<file path="src/rtl/vga_pkg.sv">
// Shared definitions for the VGA VRAM path: host FSM encoding and the
// default starvation bound used by the arbiter.
package vga_pkg;

   typedef enum logic [1:0] {
      HOST_IDLE   = 2'd0,
      HOST_PEND   = 2'd1,
      HOST_ISSUED = 2'd2
   } host_state_e;

   localparam int STARVE_LIMIT_DEF = 16;

endpackage

</file>
<file path="src/rtl/vram_arbiter.sv">
// Single-port VRAM arbiter: the readout port wins by default, and the host port
// is forced through once it has waited STARVE_LIMIT-1 readout grants.
//
// state       | meaning
// ------------|-----------------------------------------------------------
// HOST_IDLE   | no host request in flight; hostReq is captured here
// HOST_PEND   | host request captured, waiting for (or being given) the port
// HOST_ISSUED | host access hit the VRAM last edge; hostAck pulses this cycle
module vram_arbiter
   import vga_pkg::*;
#(
   parameter int ADDR_W       = 13,
   parameter int DATA_W       = 8,
   parameter int STARVE_LIMIT = STARVE_LIMIT_DEF
) (
   input  logic              clk,
   input  logic              rst,
   input  logic              rdReq,
   input  logic [ADDR_W-1:0] rdAddr,
   output logic              rdValid,
   output logic [DATA_W-1:0] rdData,
   output logic              rdDropped,
   input  logic              hostReq,
   input  logic              hostWe,
   input  logic [ADDR_W-1:0] hostAddr,
   input  logic [DATA_W-1:0] hostWrData,
   output logic              hostAck,
   output logic [DATA_W-1:0] hostRdData,
   output logic              starveErr,
   output logic [ADDR_W-1:0] memAddr,
   output logic              memWe,
   output logic [DATA_W-1:0] memWrData,
   input  logic [DATA_W-1:0] memRdData
);

   localparam int              CNT_W    = $clog2(STARVE_LIMIT);
   localparam logic [CNT_W-1:0] CNT_LAST = CNT_W'(STARVE_LIMIT - 1);

   host_state_e       state_q, state_d;
   logic [CNT_W-1:0]  wait_q, wait_d;
   logic              pend_we_q;
   logic [ADDR_W-1:0] pend_addr_q, mem_addr_q;
   logic [DATA_W-1:0] pend_data_q, mem_wdata_q, rd_data_q, host_rd_q;
   logic              rd_valid_q, dropped_q, starve_q;
   logic              capture, host_grant, force_grant, rd_grant;

   always_comb begin
      state_d     = state_q;
      wait_d      = wait_q;
      capture     = 1'b0;
      host_grant  = 1'b0;
      force_grant = 1'b0;
      case (state_q)
         HOST_IDLE: begin
            if (hostReq) begin
               capture = 1'b1;
               wait_d  = '0;
               state_d = HOST_PEND;
            end
         end
         HOST_PEND: begin
            if (!rdReq) begin
               host_grant = 1'b1;
               state_d    = HOST_ISSUED;
            end else if (wait_q == CNT_LAST) begin
               host_grant  = 1'b1;
               force_grant = 1'b1;
               state_d     = HOST_ISSUED;
            end else begin
               wait_d = wait_q + 1'b1;
            end
         end
         HOST_ISSUED: state_d = HOST_IDLE;
         default:     state_d = HOST_IDLE;
      endcase
      // readout is kept off the bus while reset is asserted so memAddr reads 0
      rd_grant = rdReq & ~host_grant & ~rst;
   end

   assign memAddr    = host_grant ? pend_addr_q : (rd_grant ? rdAddr : mem_addr_q);
   assign memWe      = host_grant & pend_we_q;
   assign memWrData  = host_grant ? pend_data_q : mem_wdata_q;
   assign rdValid    = rd_valid_q;
   assign rdData     = rd_valid_q ? memRdData : rd_data_q;
   assign hostAck    = (state_q == HOST_ISSUED);
   assign hostRdData = (hostAck & ~pend_we_q) ? memRdData : host_rd_q;
   assign rdDropped  = dropped_q;
   assign starveErr  = starve_q;

   always_ff @(posedge clk or posedge rst) begin
      if (rst) begin
         state_q     <= HOST_IDLE;
         wait_q      <= '0;
         pend_we_q   <= 1'b0;
         pend_addr_q <= '0;
         pend_data_q <= '0;
         mem_addr_q  <= '0;
         mem_wdata_q <= '0;
         rd_valid_q  <= 1'b0;
         rd_data_q   <= '0;
         host_rd_q   <= '0;
         dropped_q   <= 1'b0;
         starve_q    <= 1'b0;
      end else begin
         state_q <= state_d;
         wait_q  <= wait_d;
         if (capture) begin
            pend_we_q   <= hostWe;
            pend_addr_q <= hostAddr;
            pend_data_q <= hostWrData;
         end
         if (host_grant | rd_grant) mem_addr_q <= memAddr;
         if (host_grant) mem_wdata_q <= memWrData;
         rd_valid_q <= rd_grant;
         if (rd_valid_q) rd_data_q <= memRdData;
         if (hostAck & ~pend_we_q) host_rd_q <= memRdData;
         dropped_q <= force_grant;
         if (force_grant) starve_q <= 1'b1;
      end
   end

endmodule

</file>
<file path="config.mk">
export PLATFORM = sky130hd
export DESIGN_NAME = vram_arbiter
export DESIGN_NICKNAME = d
export VERILOG_FILES = /design/src/rtl/vga_pkg.sv /design/src/rtl/vram_arbiter.sv
export SDC_FILE = /design/constraint.sdc
export NUM_CORES = 1
export LEC_CHECK = 0
export CAP_MARGIN = 20
export CORE_ASPECT_RATIO = 0.9
export CORE_MARGIN = 1.5
export CORE_UTILIZATION = 30
export DETAILED_ROUTE_END_ITERATION = 16
export PLACE_DENSITY = 0.55
export SLEW_MARGIN = 20
export SYNTH_ARGS = -nofsm -noshare
export SYNTH_HDL_FRONTEND = slang
export SYNTH_SLANG_ARGS = --single-unit
</file>
<file path="constraint.sdc">
create_clock -name clk -period 2 [get_ports clk]
set_clock_uncertainty 0.15 [all_clocks]
set_input_delay 0.3 -clock clk [delete_from_list [all_inputs] [get_ports clk]]
set_output_delay 0.3 -clock clk [all_outputs]
set_load 0.005 [all_outputs]
</file>
# Yosys cells after proc, flatten, opt, wreduce, memory -nomap -nowiden
# Index checks and enable logic that the tools add are counted.
word_totals:
  regBits: 68
  input_bits: 47
classes:
  addsub: 1
  eq_ne: 7
  mux: 20
  bitwise_logic: 8
  reduce_logical: 4
ops:
  columns: ["operator", "count"]
  rows:
  - ["13-bit 2-to-1 mux", 2]
  - ["8-bit 2-to-1 mux", 3]
  - ["4-bit 2-to-1 mux", 3]
  - ["4-bit case mux with 2 select lines", 1]
  - ["1-bit 2-to-1 mux", 7]
  - ["2-bit 2-to-1 mux", 3]
  - ["2-bit inequality test (second input constant)", 3]
  - ["4-bit by 1-bit adder with 4-bit output (second input constant)", 1]
  - ["1-bit bitwise AND", 4]
  - ["4-bit equality test (second input constant)", 1]
  - ["2-bit case mux with 2 select lines", 1]
  - ["4-bit AND reduction", 1]
  - ["3-bit inequality test (second input constant)", 1]
  - ["1-bit NOT", 3]
  - ["2-bit by 1-bit equality test with 1-bit output (second input constant)", 1]
  - ["2-bit equality test (second input constant)", 1]
  - ["2-bit zero test", 1]
  - ["2-bit AND reduction", 1]
  - ["2-bit nonzero test", 1]
  - ["1-bit OR", 1]

# Logic depth before layout (Yosys ltp)
logic_depth:
  ltp_word: 9
  mapped_depth: 6
  ltp_nobuf: 5

# Worst setup path before layout
# No wires, ideal clock.
synth_path:
  path_type: "reg-to-output"
  from: "register wait_q[0]"
  to: "output port memAddr[0]"
  t_arrival_ns: 1.565
  required_time_ns: 1.550
  path_slack_ns: -0.015
  path_stages_with_launch: 7
  n_path_buf: 2
  path_cell_list: "dfrtp_1 ha_1 and3_4 buf_2 buf_6 o211a_1 a311o_1"
synth_via:
  elab_chain_len: 9
synth_rtl:
  columns: ["element", "line_no", "rtl"]
  rows:
  - ["start: declaration", "vram_arbiter.sv:40", "logic [CNT_W-1:0] wait_q, wait_d;"]
  - ["start signal: assignment", "vram_arbiter.sv:106", "wait_q <= wait_d;"]
  - ["4-bit equality test *", "vram_arbiter.sv:65", "end else if (wait_q == CNT_LAST) begin"]
  - ["1-bit 2-to-1 mux *", "vram_arbiter.sv:65", null]
  - ["1-bit 2-to-1 mux *", "vram_arbiter.sv:62", "if (!rdReq) begin"]
  - ["1-bit 2-to-1 mux *", "vram_arbiter.sv:53", "case (state_q)"]
  - ["1-bit NOT", "vram_arbiter.sv:77", "rd_grant = rdReq & ~host_grant & ~rst;"]
  - ["1-bit bitwise AND (2 in a row)", "vram_arbiter.sv:77", null]
  - ["13-bit 2-to-1 mux", "vram_arbiter.sv:80", "assign memAddr = host_grant ? pend_addr_q : (rd_grant ? rdAddr : mem_addr_q);"]
  - ["13-bit 2-to-1 mux *", "vram_arbiter.sv:80", null]
  - ["end: declaration", "vram_arbiter.sv:30", "output logic [ADDR_W-1:0] memAddr,"]
# Every way passes the cells marked *; elsewhere a longest branch is shown, timed or not.

# Final worst setup path
layout_path:
  from: "register wait_q[0]"
  to: "output port memWrData[5]"
layout_via:
  elab_chain_len: 5
layout_rtl:
  columns: ["element", "line_no", "rtl"]
  rows:
  - ["4-bit equality test", "vram_arbiter.sv:65", null]
  - ["1-bit 2-to-1 mux", "vram_arbiter.sv:65", null]
  - ["1-bit 2-to-1 mux", "vram_arbiter.sv:62", null]
  - ["1-bit 2-to-1 mux", "vram_arbiter.sv:53", null]
  - ["8-bit 2-to-1 mux", "vram_arbiter.sv:82", "assign memWrData = host_grant ? pend_data_q : mem_wdata_q;"]
  - ["end: declaration", "vram_arbiter.sv:32", "output logic [DATA_W-1:0] memWrData,"]
# Every way passes these cells.

==> key figures <==
Floorplan
  • IO Pins: 89
  • Die X: approximately 110 um
  • Row Count: 35
  • Initial core utilization: 0.310
  • Area of the die: 11300 um^2
  • Die height: about 100 um
  • Core area: approximately 10000 um^2

Yosys
  • Ys async rst share: 1.00
  • Cell variety after synth: 32
  • Synth Flop Type: dfrtp_1
  • #FFs+latches synth: between 60 and 70
  • Post-Synth XOR/XNOR Area: 0
  • Compound-Gate Fraction of Synth Area: 0.166
  • Synth Net Count: ~280
  • Simple-gate share of the synthesized area: 0.0338
  • Sequential fraction of the synthesis area: 0.534
  • Post-Syn Instances: around 240
  • Synth Area per Inst: approximately 14 um^2
  • Post-synth EDFFs: 0
  • Cell area after synthesis: around 3200 um^2
  • Adder-Cell Fraction of Synth Area: 0.00392
  • Synth warn: 0
  • Post-synthesis mux area share: 0.210
  • Combinational family with the most area after synthesis: multiplexers

STA
  • Final setup viols: 32
  • Hold Fails Final Rpt: 0
  • Final worst path period share: 1.20
  • FMAX: 417 MHz
  • Final worst slack: -0.399 ns
  • RSZ-0062 raised after global routing: true
  • Slew @ Worst Pin: ~0.5 ns
  • Rel. slew slack: 0.656
  • Minimum clock period after layout: 2.40 ns
  • TNS Setup: -9.96 ns
  • Final Max Tran Viols: 0

Clock network
  • Cts hold-fix bufs: 0
  • CTS Buf Count: 9
  • TritonCTS clock tree: yes
  • H-tree Lvls: 3
  • Longest Clk Path Bufs: 2
  • Root buf cell: clkbuf_16
  • Sink Count: 68
  • Worst-path clk slew: 0.06 ns
  • Skew-Pair Late Insertion Delay: roughly 0.33 ns

GRT
  • Grt ovf: 0
  • Initial antenna violation count: 0
  • Largest net degree at the start of global routing: 29
  • Tot GR Track Use: 0.153
  • Vias in the first global route: 2718
  • First-pass GRT wire length: 13.6 mm

Power and ir drop
  • Int Power: 4.71 mW
  • Flop pwr share: 0.334
  • Clock Power Share: 0.265
  • Power Density: roughly 1200 nW/um^2
  • Pleak: around 2.5 nW
  • Max VDD drop: between 600 and 700 uV
  • Combinational share of power: 0.401
  • Power, Total: 6.46 mW
  • Sw power: around 1.8 mW
  • Switching Fraction: 0.271

Placement
  • Inst Count DP: 470
  • Cell Area, Placed: 4520 um^2
  • HPWL Detailed: around 5.3 mm
  • Buffers on Ports: 88
  • Routability cong.: about 0.77

Final layout
  • Count of antenna diodes in the layout: 0
  • Final Util: 0.516
  • Fillers: just under 900
  • Finished Cell Area: between 5000 and 6000 um^2
  • Share of cells above drive strength 1: 0.496
  • Non-Filler Instances: 520
  • Area Overhead vs Synth: 66.6%
  • Final nets: around 430

Critical path
  • WS Path Type: flip-flop to output pin
  • Critical path's top delay family: buffers and inverters
  • Worst path slowest cell: dfrtp_1
  • CP required: between 1.5 and 2 ns
  • Crit path cell chain: ha_2, and3_4, o21ai_4, buf_4, inv_6, buf_8, mux2_4, buf_6
  • Crit-path max FO: 4
  • CP arrival: 1.95 ns
  • Max stage delay on crit path: 0.38 ns
  • Worst path depth: 8
  • Startpoint Class: flip-flop
  • WP buf/inv: 4
  • FF-to-FF path depth: 10
  • Setup crit end kind: output pin

Drt
  • DR WL/cell: between 15 and 20 um
  • Vias: 2533
  • Drt drc: 0
  • First-pass DRT Iterations: 4
  • Iteration-0 DRC Markers: about 80
  • WL final: 8.01 mm
  • Vias per inst: around 4.9
  • Routed Antenna Nets: 0

Worst hold path
  • Hold-critical path depth: 1
  • Worst hold path class: flip-flop to flip-flop

Run
  • Max cap viols: 0

Status
  • Run status: finished with violations
  • Failing checks: setup timing
==> repair_timing <==
action | 4_1_cts | 5_1_grt
pin swaps | 16 | 7
setup endpoints to repair | 38 | 44
buffers inserted | 28 | 10
gates cloned | 1 | 1
resized for setup | 188 | 18
==> synth_stat cells (2+ instances only) <==
| master | count | share of area |
|---|---|---|
| a311o_1 | 26 | 0.082 |
| clkbuf_1 | 6 | 0.0071 |
| nor2b_1 | 2 | 0.0039 |
| nand3_1 | 3 | 0.0047 |
| mux2_4 | 8 | 0.038 |
| mux2i_1 | 3 | 0.0094 |
| nand2_1 | 2 | 0.0024 |
| dfrtp_1 | 68 | 0.53 |
| buf_2 | 9 | 0.014 |
| inv_1 | 17 | 0.020 |
| a211oi_1 | 13 | 0.031 |
| buf_6 | 2 | 0.0071 |
| mux2_2 | 46 | 0.16 |
| o211a_1 | 13 | 0.041 |
==> cells by family after synthesis <==
group,count (synthesis)
DFF,68
AOI/OAI and AO/OA,57
muxes,57
buffers and inverters,36
and+or+nand+nor,17
adders and majority gates,1
==> registers in the layout, indices dropped and copies added, names as in the netlist, 2 cells and up <==
register / count
host_rd_q: 8
mem_addr_q: 13
mem_wdata_q: 8
pend_addr_q: 13
pend_data_q: 8
rd_data_q: 8
state_q: 2
wait_q: 4
==> worst paths after layout <==
kind	start	to	slack, ns
worst min register to register	starveErr	starveErr	0.32
worst max-delay path	wait_q[0]	memWrData[5]	-0.40
max in group asynchronous	rst	pend_addr_q[5]	0.87
worst min-delay path	starveErr	starveErr	0.32
min in group asynchronous	rst	starveErr	0.33
worst max register to register	wait_q[0]	mem_wdata_q[5]	-0.10
==> through the flow <==
step           worst slack [ns]  hold slack (ns)
2_1_floorplan            0.0288            0.302
3_3_place_gp             -0.561            0.306
3_5_place_dp             -0.571            0.319
4_1_cts                  -0.443            0.333
5_1_grt                  -0.456            0.357
6_report                 -0.399            0.323
==> cells in the final DEF (no fill, tap or decap), types with 13 or more instances in the layout <==
| cell | instances |
|---|---|
| a311o_1 | 26 |
| o211a_1 | 13 |
| clkdlybuf4s50_1 | 49 |
| buf_6 | 31 |
| mux2_4 | 16 |
| mux2_2 | 38 |
| dfrtp_1 | 67 |
| buf_2 | 14 |
| inv_1 | 16 |
| buf_4 | 39 |
==> per-layer routing <==
metal	GRT usage	wire (um)
met1	0.213	3920
met2	0.235	3600
met3	0.0379	399
met4	0.0467	92
met5	0	0
==> cell type report <==
cell class	instances	area, um^2	area share
tap	129	161	0.0304
clock buffer	9	225	0.0424
clock inverter	7	97.6	0.0184
sequential	68	1700	0.321
multi-input combinational	132	1470	0.276
inverter	18	76.3	0.0144
timing repair buffer	157	1580	0.298
==> power by group through the flow <==
stage | logic [mW] | registers (mW) | clock network [mW]
after floorplan | 1.13 | 2.09 | 0
after global placement | 2.17 | 2.17 | 0
after detailed placement | 2.19 | 2.18 | 0
after CTS | 2.49 | 2.16 | 1.76
after global routing | 2.80 | 2.23 | 1.83
final | 2.59 | 2.16 | 1.71
(Power assumes the default switching activity.)
